File: config.mk
export PLATFORM = sky130hd
export DESIGN_NAME = poly_oscillator_bank
export DESIGN_NICKNAME = d
export VERILOG_FILES = /design/src/rtl/synth_pkg.sv /design/src/rtl/osc_wave_shaper.sv /design/src/rtl/poly_oscillator_bank.sv
export SDC_FILE = /design/constraint.sdc
export NUM_CORES = 2
export LEC_CHECK = 0
export CAP_MARGIN = 20
export CORE_ASPECT_RATIO = 0.6
export CORE_MARGIN = 3
export CORE_UTILIZATION = 25
export DETAILED_ROUTE_END_ITERATION = 10
export GPL_ROUTABILITY_DRIVEN = 0
export PLACE_DENSITY = 0.4
export SYNTH_ARGS = -nofsm -noshare
export SYNTH_HDL_FRONTEND = slang
export SYNTH_SLANG_ARGS = --single-unit
File: constraint.sdc
create_clock -name clk -period 21.1 [get_ports clk]
set_input_delay 3.165 -clock clk [delete_from_list [all_inputs] [get_ports clk]]
set_output_delay 3.165 -clock clk [all_outputs]
set_load 0.02 [all_outputs]
File: src/rtl/synth_pkg.sv
// Shared types, constants and helpers for the polyphonic oscillator bank.
package synth_pkg;

    // Per-voice waveform selector as presented on the waveforms port.
    typedef enum logic [1:0] {
        WAVE_SQUARE   = 2'd0,
        WAVE_SAW      = 2'd1,
        WAVE_TRIANGLE = 2'd2,
        WAVE_NOISE    = 2'd3
    } wave_t;

    // Frame sequencer states.
    typedef enum logic [1:0] {
        ST_IDLE  = 2'd0,
        ST_RUN   = 2'd1,
        ST_FLUSH = 2'd2,
        ST_DONE  = 2'd3
    } fsm_state_t;

    // Noise generator power-up value.
    localparam logic [15:0] LFSR_SEED = 16'hACE1;

    // Volume is Q1.20, so a product is rescaled by this many bits.
    localparam int unsigned VOL_UNITY_SHIFT = 32'd20;

    // One step of the 16-bit Fibonacci LFSR with taps 16,14,13,11.
    function automatic logic [15:0] lfsr_next(input logic [15:0] cur);
        logic fb;
        fb = cur[15] ^ cur[13] ^ cur[12] ^ cur[10];
        return {cur[14:0], fb};
    endfunction

endpackage

File: src/rtl/osc_wave_shaper.sv
// Combinational waveform generator: maps the top phase bits (or the LFSR)
// to a signed sample of amplitude A = 2^(SAMPLE_W-2).
module osc_wave_shaper
    import synth_pkg::*;
#(
    parameter int SAMPLE_W = 16
) (
    input  logic [SAMPLE_W-2:0]        phase_top,
    input  wave_t                      waveform,
    input  logic [SAMPLE_W-2:0]        noise_bits,
    output logic signed [SAMPLE_W-1:0] wave
);

    localparam logic signed [SAMPLE_W-1:0] AMP    = $signed({2'b01, {(SAMPLE_W-2){1'b0}}});
    localparam logic signed [SAMPLE_W-1:0] AMP_M1 = $signed({2'b00, {(SAMPLE_W-2){1'b1}}});

    logic [SAMPLE_W-3:0]        fold_s;
    logic signed [SAMPLE_W-1:0] fold_x2_s;

    assign fold_s    = phase_top[SAMPLE_W-3:0];
    assign fold_x2_s = $signed({1'b0, fold_s, 1'b0});

    // Select the shape; the triangle ramps up in the first half-cycle and down in the second.
    always_comb begin
        wave = '0;
        case (waveform)
            WAVE_SQUARE: begin
                if (phase_top[SAMPLE_W-2]) begin
                    wave = -AMP;
                end else begin
                    wave = AMP;
                end
            end
            WAVE_SAW: begin
                wave = $signed({1'b0, phase_top}) - AMP;
            end
            WAVE_TRIANGLE: begin
                if (phase_top[SAMPLE_W-2]) begin
                    wave = AMP_M1 - fold_x2_s;
                end else begin
                    wave = fold_x2_s - AMP;
                end
            end
            WAVE_NOISE: begin
                wave = $signed({1'b0, noise_bits}) - AMP;
            end
            default: begin
                wave = '0;
            end
        endcase
    end

endmodule

File: src/rtl/poly_oscillator_bank.sv
// Time-multiplexed N-voice oscillator bank. Each sample_req starts a frame
// that walks every voice once (one per clock), mixes the volume-scaled
// waveforms and emits one saturated sample with a one-cycle out_valid.
module poly_oscillator_bank
    import synth_pkg::*;
#(
    parameter int NUM_VOICES  = 8,
    parameter int SAMPLE_W    = 16,
    parameter int FREQ_W      = 20,
    parameter int VOL_W       = 21,
    parameter int PHASE_W     = 32,
    parameter int SAMPLE_RATE = 48000,
    parameter int INC_FRAC    = 8
) (
    input  logic                                  clk,
    input  logic                                  reset_n,
    input  logic                                  sample_req,
    input  logic [NUM_VOICES-1:0]                 gates,
    input  logic [NUM_VOICES-1:0][1:0]            waveforms,
    input  logic [NUM_VOICES-1:0][FREQ_W-1:0]     frequencies,
    input  logic [NUM_VOICES-1:0][VOL_W-1:0]      voice_volumes,
    output logic                                  busy,
    output logic signed [SAMPLE_W-1:0]            out,
    output logic                                  out_valid
);

    localparam int IDX_W  = (NUM_VOICES > 1) ? $clog2(NUM_VOICES) : 1;
    localparam int ACC_W  = SAMPLE_W + $clog2(NUM_VOICES) + 2;
    localparam int PROD_W = SAMPLE_W + VOL_W + 1;

    // Phase increment per Hz (Q.5 frequency), with INC_FRAC extra fraction bits, rounded.
    localparam logic [63:0] INC_SCALE =
        ((64'd1 << (PHASE_W - 5 + INC_FRAC)) + 64'(SAMPLE_RATE / 2)) / 64'(SAMPLE_RATE);

    localparam logic [IDX_W-1:0] LAST_IDX = IDX_W'(NUM_VOICES - 1);

    localparam logic signed [ACC_W-1:0] ACC_MAX =
        $signed({{(ACC_W-SAMPLE_W+1){1'b0}}, {(SAMPLE_W-1){1'b1}}});
    localparam logic signed [ACC_W-1:0] ACC_MIN =
        $signed({{(ACC_W-SAMPLE_W+1){1'b1}}, {(SAMPLE_W-1){1'b0}}});
    localparam logic signed [SAMPLE_W-1:0] OUT_MAX = $signed({1'b0, {(SAMPLE_W-1){1'b1}}});
    localparam logic signed [SAMPLE_W-1:0] OUT_MIN = $signed({1'b1, {(SAMPLE_W-1){1'b0}}});

    // Sequencer
    fsm_state_t       state_r;
    fsm_state_t       state_s;
    logic [IDX_W-1:0] idx_r;
    logic [IDX_W-1:0] idx_s;
    logic             flush_r;
    logic             flush_s;

    // Voice state and pipeline
    logic [PHASE_W-1:0]         phase_r [NUM_VOICES];
    logic [15:0]                lfsr_r;
    logic signed [SAMPLE_W-1:0] wave_r;
    logic [VOL_W-1:0]           vol_r;
    logic                       s1_valid_r;
    logic signed [ACC_W-1:0]    acc_r;

    // Output registers
    logic signed [SAMPLE_W-1:0] out_r;
    logic                       out_valid_r;
    logic                       busy_r;

    // Combinational datapath
    logic [PHASE_W-1:0]         cur_phase_s;
    logic [PHASE_W-1:0]         inc_s;
    logic signed [SAMPLE_W-1:0] shaped_s;
    logic signed [PROD_W-1:0]   wave_ext_s;
    logic signed [PROD_W-1:0]   vol_ext_s;
    logic signed [PROD_W-1:0]   prod_s;
    logic signed [ACC_W-1:0]    contrib_s;
    logic signed [SAMPLE_W-1:0] sat_s;
    logic                       frame_start_s;

    assign busy      = busy_r;
    assign out       = out_r;
    assign out_valid = out_valid_r;

    assign frame_start_s = (state_r == ST_IDLE) && sample_req;

    // Voice currently addressed by the sequencer; shared increment multiplier.
    assign cur_phase_s = phase_r[idx_r];
    assign inc_s       = PHASE_W'((64'(frequencies[idx_r]) * INC_SCALE) >> INC_FRAC);

    osc_wave_shaper #(
        .SAMPLE_W (SAMPLE_W)
    ) u_shaper (
        .phase_top  (cur_phase_s[PHASE_W-1 -: SAMPLE_W-1]),
        .waveform   (wave_t'(waveforms[idx_r])),
        .noise_bits (lfsr_r[SAMPLE_W-2:0]),
        .wave       (shaped_s)
    );

    // Shared volume multiplier: signed wave times unsigned Q1.20 volume, rescaled to sample units.
    assign wave_ext_s = $signed({{(PROD_W-SAMPLE_W){wave_r[SAMPLE_W-1]}}, wave_r});
    assign vol_ext_s  = $signed({{(PROD_W-VOL_W){1'b0}}, vol_r});
    assign prod_s     = wave_ext_s * vol_ext_s;
    assign contrib_s  = ACC_W'(prod_s >>> VOL_UNITY_SHIFT);

    // Sequencer state register.
    always_ff @(posedge clk) begin
        if (!reset_n) begin
            state_r <= ST_IDLE;
            idx_r   <= '0;
            flush_r <= 1'b0;
        end else begin
            state_r <= state_s;
            idx_r   <= idx_s;
            flush_r <= flush_s;
        end
    end

    // Sequencer next-state: one voice per RUN cycle, two drain cycles, then DONE.
    always_comb begin
        state_s = state_r;
        idx_s   = idx_r;
        flush_s = flush_r;
        case (state_r)
            ST_IDLE: begin
                if (sample_req) begin
                    state_s = ST_RUN;
                    idx_s   = '0;
                    flush_s = 1'b0;
                end else begin
                    state_s = ST_IDLE;
                end
            end
            ST_RUN: begin
                if (idx_r == LAST_IDX) begin
                    state_s = ST_FLUSH;
                    flush_s = 1'b0;
                end else begin
                    idx_s = idx_r + IDX_W'(1);
                end
            end
            ST_FLUSH: begin
                if (flush_r) begin
                    state_s = ST_DONE;
                end else begin
                    flush_s = 1'b1;
                end
            end
            ST_DONE: begin
                state_s = ST_IDLE;
            end
            default: begin
                state_s = ST_IDLE;
            end
        endcase
    end

    // Stage 1: shape the addressed voice from its pre-increment phase, then advance or clear that phase.
    always_ff @(posedge clk) begin
        if (!reset_n) begin
            for (int i = 0; i < NUM_VOICES; i++) begin
                phase_r[i] <= '0;
            end
            wave_r     <= '0;
            vol_r      <= '0;
            s1_valid_r <= 1'b0;
        end else if (state_r == ST_RUN) begin
            if (gates[idx_r]) begin
                phase_r[idx_r] <= cur_phase_s + inc_s;
            end else begin
                phase_r[idx_r] <= '0;
            end
            wave_r     <= shaped_s;
            vol_r      <= voice_volumes[idx_r];
            s1_valid_r <= gates[idx_r];
        end else begin
            s1_valid_r <= 1'b0;
        end
    end

    // Stage 2: accumulate gated voice contributions, cleared when a frame is accepted.
    always_ff @(posedge clk) begin
        if (!reset_n) begin
            acc_r <= '0;
        end else if (frame_start_s) begin
            acc_r <= '0;
        end else if (s1_valid_r) begin
            acc_r <= acc_r + contrib_s;
        end else begin
            acc_r <= acc_r;
        end
    end

    // Clamp the mix to the signed output range.
    always_comb begin
        sat_s = '0;
        if (acc_r > ACC_MAX) begin
            sat_s = OUT_MAX;
        end else if (acc_r < ACC_MIN) begin
            sat_s = OUT_MIN;
        end else begin
            sat_s = acc_r[SAMPLE_W-1:0];
        end
    end

    // Noise source advances once per completed frame.
    always_ff @(posedge clk) begin
        if (!reset_n) begin
            lfsr_r <= LFSR_SEED;
        end else if (state_r == ST_DONE) begin
            lfsr_r <= lfsr_next(lfsr_r);
        end else begin
            lfsr_r <= lfsr_r;
        end
    end

    // Registered outputs: busy follows the next state, out/out_valid load on entry to DONE.
    always_ff @(posedge clk) begin
        if (!reset_n) begin
            busy_r      <= 1'b0;
            out_valid_r <= 1'b0;
            out_r       <= '0;
        end else begin
            busy_r      <= (state_s != ST_IDLE);
            out_valid_r <= (state_s == ST_DONE);
            if (state_s == ST_DONE) begin
                out_r <= sat_s;
            end else begin
                out_r <= out_r;
            end
        end
    end

endmodule

Yosys cells after proc, flatten, opt, wreduce, memory -nomap -nowiden
Memories as Yosys holds them, arrays and structs flattened. A register that Yosys moved wholly into a read port is not among the register bits. Cells that the tools add are included.

Memories: 1. Register bits: 99. Logic and storage cells: 89. Bits in writable memories: 256.

Memory list: phase_r (words 8, bits a word 32, read ports 1, clocked after memory_dff 1, wr ports 8, line poly_oscillator_bank.sv:53) `logic [PHASE_W-1:0] phase_r [NUM_VOICES];`.

Reductions and logical operators: 11. Equal/unequal tests: 11. Bitwise gates (word level): 5. Order comparisons: 3. Add/subtract/negate cells: 7. Mux-type cells: 38. Multipliers: 2.

Operators by type and width (count): two-way mux 16 bit (4); two-way mux 32 bit (2); case mux 16 bit (4 select lines) (1); binary-select mux 21 bit (select 3 bit) (1); binary-select mux 20 bit (select 3 bit) (1); subtractor 15 x 15 -> 16 bit, second input constant (3); multiplier 16 x 22 -> 38 bit (1); multiplier 20 x 18 -> 38 bit, second input constant (1); adder 32 bit (1); OR reduction 32 bit (1); adder 21 x 18 -> 21 bit (1); > comparator 21 x 16 -> 1 bit, second input constant (1); less-than comparator 21 x 16 -> 1 bit, second input constant (1); two-way mux 21 bit (1); two-way mux 20 bit (1); subtractor 14 x 15 -> 16 bit, first input constant (1); two-way mux 3 bit (5); two-way mux 1 bit (14); == test 2 bit, second input constant (5); case mux 2 bit (4 select lines) (1); binary-select mux 2 bit (select 3 bit) (1); two-way mux 2 bit (3); != test 2 bit, second input constant (3); case mux 3 bit (2 select lines) (1); other kinds (16) (22).

Longest topological paths before layout
Word-level depth: 9. Mapped depth: 40. Mapped depth without buffers: 37.

Cells and area by module
A second synthesis with hierarchy kept.

Cells, all modules: 3737. Area, all modules: 37091.8 um^2.

Modules (own cells, without submodules): poly_oscillator_bank (seq. area each 9729.3 um^2, cells each 3680, times used 1, area each 36623.9 um^2); osc_wave_shaper (seq. area each 0.0 um^2, cells each 57, times used 1, area each 467.9 um^2).

Least setup slack after synthesis
Ideal clock, no wire load.

Kind: input to register. Start: in frequencies[142] (netlist bit). End: mem phase_r[0][31], data pin. Data required time: 20.834 ns. Arrival time: 10.235 ns. Stages: 32. Buffers on the path: 0. Setup slack: 10.599 ns. Cells stage by stage: a22o_1 -> a221oi_1 -> nand3_1 -> ha_1 -> inv_1 -> fa_1 -> inv_1 -> fa_1 -> fa_1 -> fa_1 -> inv_1 -> fa_1 -> inv_1 -> ha_1 -> and2_1 -> nand4_1 -> nand2_1 -> a31oi_1 -> a21boi_1 -> nor4_2 -> nor4_1 -> or3_4 -> xor2_1 -> ha_1 -> a21o_1 -> a21o_1 -> a21oi_1 -> o41ai_4 -> a311oi_2 -> xnor2_2 -> xnor2_2 -> nor2_1.

RTL lines: start, declared (line poly_oscillator_bank.sv:20) `input logic [NUM_VOICES-1:0][FREQ_W-1:0] frequencies,`; end, declared (line poly_oscillator_bank.sv:53).

==> impl_metrics.py <==
metrics = {
    "sta": {
        "period_minus_slack_ps": 11790,
        "rsz0062_at_grt": "false",
        "period_share_pct": 55.9,
        "timing.fmax_mhz": 84.8,
        "setup_viol": 0,
        "clock_skew_ps": 40.3,
        "relSlewSlack_pct": 22.7,
        "hold_viol": 0,
        "slew_violations": 0,
        "worstMarginPinSlew_ps": 1160,
        "setup_tns_ps": 0,
    },
    "placement": {
        "port_buffers": 372,
        "dpl.hpwl_mm": 109,
        "dp.cells": 5954,
        "place_area_um2": 43200,
    },
    "critical_path": {
        "cp_data_required_time_ps": 21410,
        "startpoint_type": "input port",
        "critical-path-slowest-cell": "xor2_1",
        "crit_cells": 34,
        "slowest_delay_ps": 680,
        "worst_setup_path_end_kind": "flop",
        "cp.buffers_inverters": 6,
        "worst_r2r_path_depth": 35,
        "critPathTopFamily": "adder cells",
        "path_max_fanout": 8,
        "arrival_ps": 12090,
        "path_class": "in -> reg",
    },
    "floorplanning": {
        "io_pins": 373,
        "coreArea_um2": 146000,
        "die_x_um": 503,
        "die_area_um2": 153000,
        "num_rows": 108,
        "start_util_pct": 25.4,
        "die_height_um": 304,
    },
    "yosys": {
        "ys_seq_elements": 358,
        "synth_seq_area_share_pct": 26.2,
        "ys_warn_count": 0,
        "synth_ff_type": "edfxtp_1",
        "synth_edf_count": 256,
        "syn-num-nets": 4849,
        "synth_cell_type_count": 80,
        "syn_avg_cell_area_um2": 9.89,
        "syn_area_um2": 37100,
        "yosys-top-cells-count": "inv_1 (624), fa_1 (394), nor2_1 (388), ha_1 (346), nand2_1 (312)",
        "synth.area.top_cells": "fa_1 (21%), edfxtp_1 (21%), ha_1 (12%)",
        "yosys.area.top_type": "fa_1",
        "synth_top_area_share_pct": 21.2,
        "async_flop_share_pct": 0,
        "syn-instance-count": 3754,
        "yosysMostFrequentCell": "inv_1",
    },
    "route": {
        "drtIter0Drc": 2133,
        "avgRoutedWirePerCell_um": 23.2,
        "vias_per_cell": 4.66,
        "drc_errors": 0,
        "wl_mm": 140,
        "ant_nets": 0,
        "drt_first_pass_iters": 5,
        "num_vias": 28166,
    },
    "clocking": {
        "cts_sinks": 358,
        "htreeDepth": 2,
        "cts_tree": "yes",
        "ctsHoldBuffers": 0,
        "clk_pin_slew_worst_paths_ps": 80,
        "postCtsSetupBuffers": 0,
        "cts_buffers": 42,
        "cts_resized": 0,
        "clock_path_buffers": 3,
        "cts_root_buffer": "clkbuf_16",
        "insertion_delay_ps": 630,
    },
    "final_layout": {
        "area_delta_synth_final_pct": 20.7,
        "nFillCells": 15238,
        "nets": 5171,
        "design_area_um2": 44800,
        "drive_above_1_share_pct": 7.64,
        "fin_cells": 6047,
    },
    "grt": {
        "grt_pass1_wl_mm": 205,
        "grt-ovfl-total": 0,
        "grt_max_degree": 60,
        "grt_pass1_vias": 29066,
        "antenna_found_initial": 17,
        "grtUsageTotal_pct": 18.1,
    },
    "worst_hold_path": {
        "min_path_type": "reg -> reg",
        "whs_path_depth": 2,
    },
    "status": {
        "outcome": "complete, no violations",
    },
    "flow_run": {
        "maxCapViolations": 0,
    },
}
[kinds of logic (layout without fill, tap and decap cells)]
logic type	count (synthesis)	count (layout)	share of synthesized area, %
muxes	168	168	7.16
and+or+nand+nor	1011	1011	12.3
buffers and inverters	805	1161	8.22
other	0	12	0
DFF	358	358	26.2
xor gates and xnor gates	120	120	2.91
AOI/OAI and AO/OA	552	552	10.3
adders and majority gates	740	740	32.9
[final cells by class]
class,instances,area (um^2),area share (%)
clock buffer,46,1090,2.42
timing repair buffer,459,4390,9.80
inverter,624,2340,5.23
antenna,12,30.0,0.0670
clock inverter,32,412,0.919
multi-input combinational,2591,24400,54.4
tap,1925,2410,5.38
sequential,358,9750,21.8
[per-stage QoR]
stage	setup slack [ps]	util, %	hold WS (ps)
finish	9310	30.7	470
detailed placement	8790	29.6	484
global route	8840	30.7	515
global placement	8760	29.6	478
floorplan	10600	-	455
CTS	9400	30.7	476
[layer usage]
layer	part of all wire [%]	up-vias	GRT usage (%)
met3	8.2	91	4.12
met1	51	14112	28.9
met2	39	842	24.8
met4	1.4	6	2.60
li1	-	13115	-
met5	0.033	-	0
[cells in the final DEF, fill, tap and decap left out, types with 74 or more instances in the layout]
cell and n:
buf_4 86, mux4_2 74, fa_1 394, a21oi_1 136
xnor2_1 74, nand2_1 312, edfxtp_1 256, a22oi_1 96
inv_1 624, clkdlybuf4s50_1 371, dfxtp_1 96, nor2_1 387
ha_1 346, and2_1 151
[flip-flops by register name, summed over array words and instances (netlist names), named ones only]
register / flops
acc_r: 21
busy: 1
state_r: 2
out: 16
idx_r: 3
wave_r: 16
vol_r: 21
s1_valid_r: 1
lfsr_r: 16
out_valid: 1
flush_r: 1
phase_r: 256
[path summary, 6_finish.rpt]
check / startpoint / to / slack (ps)
worst max register to register: idx_r[1] / phase_r[3][28] / 10390
worst min-delay path: lfsr_r[3] / lfsr_r[4] / 470
worst min register to register: lfsr_r[3] / lfsr_r[4] / 470
worst max-delay path: frequencies[142] / phase_r[3][28] / 9310
[tightest hold or removal path, delay by kind of cell, from the launching register on]
family             cells  cell delay (ps)
AOI/OAI and AO/OA      1               80
DFF                    1              320
and+or+nand+nor        1               50
Power is left out: the tool's default activity adds up to more than one toggle a clock period on the data nets, which glitch-free logic cannot reach.
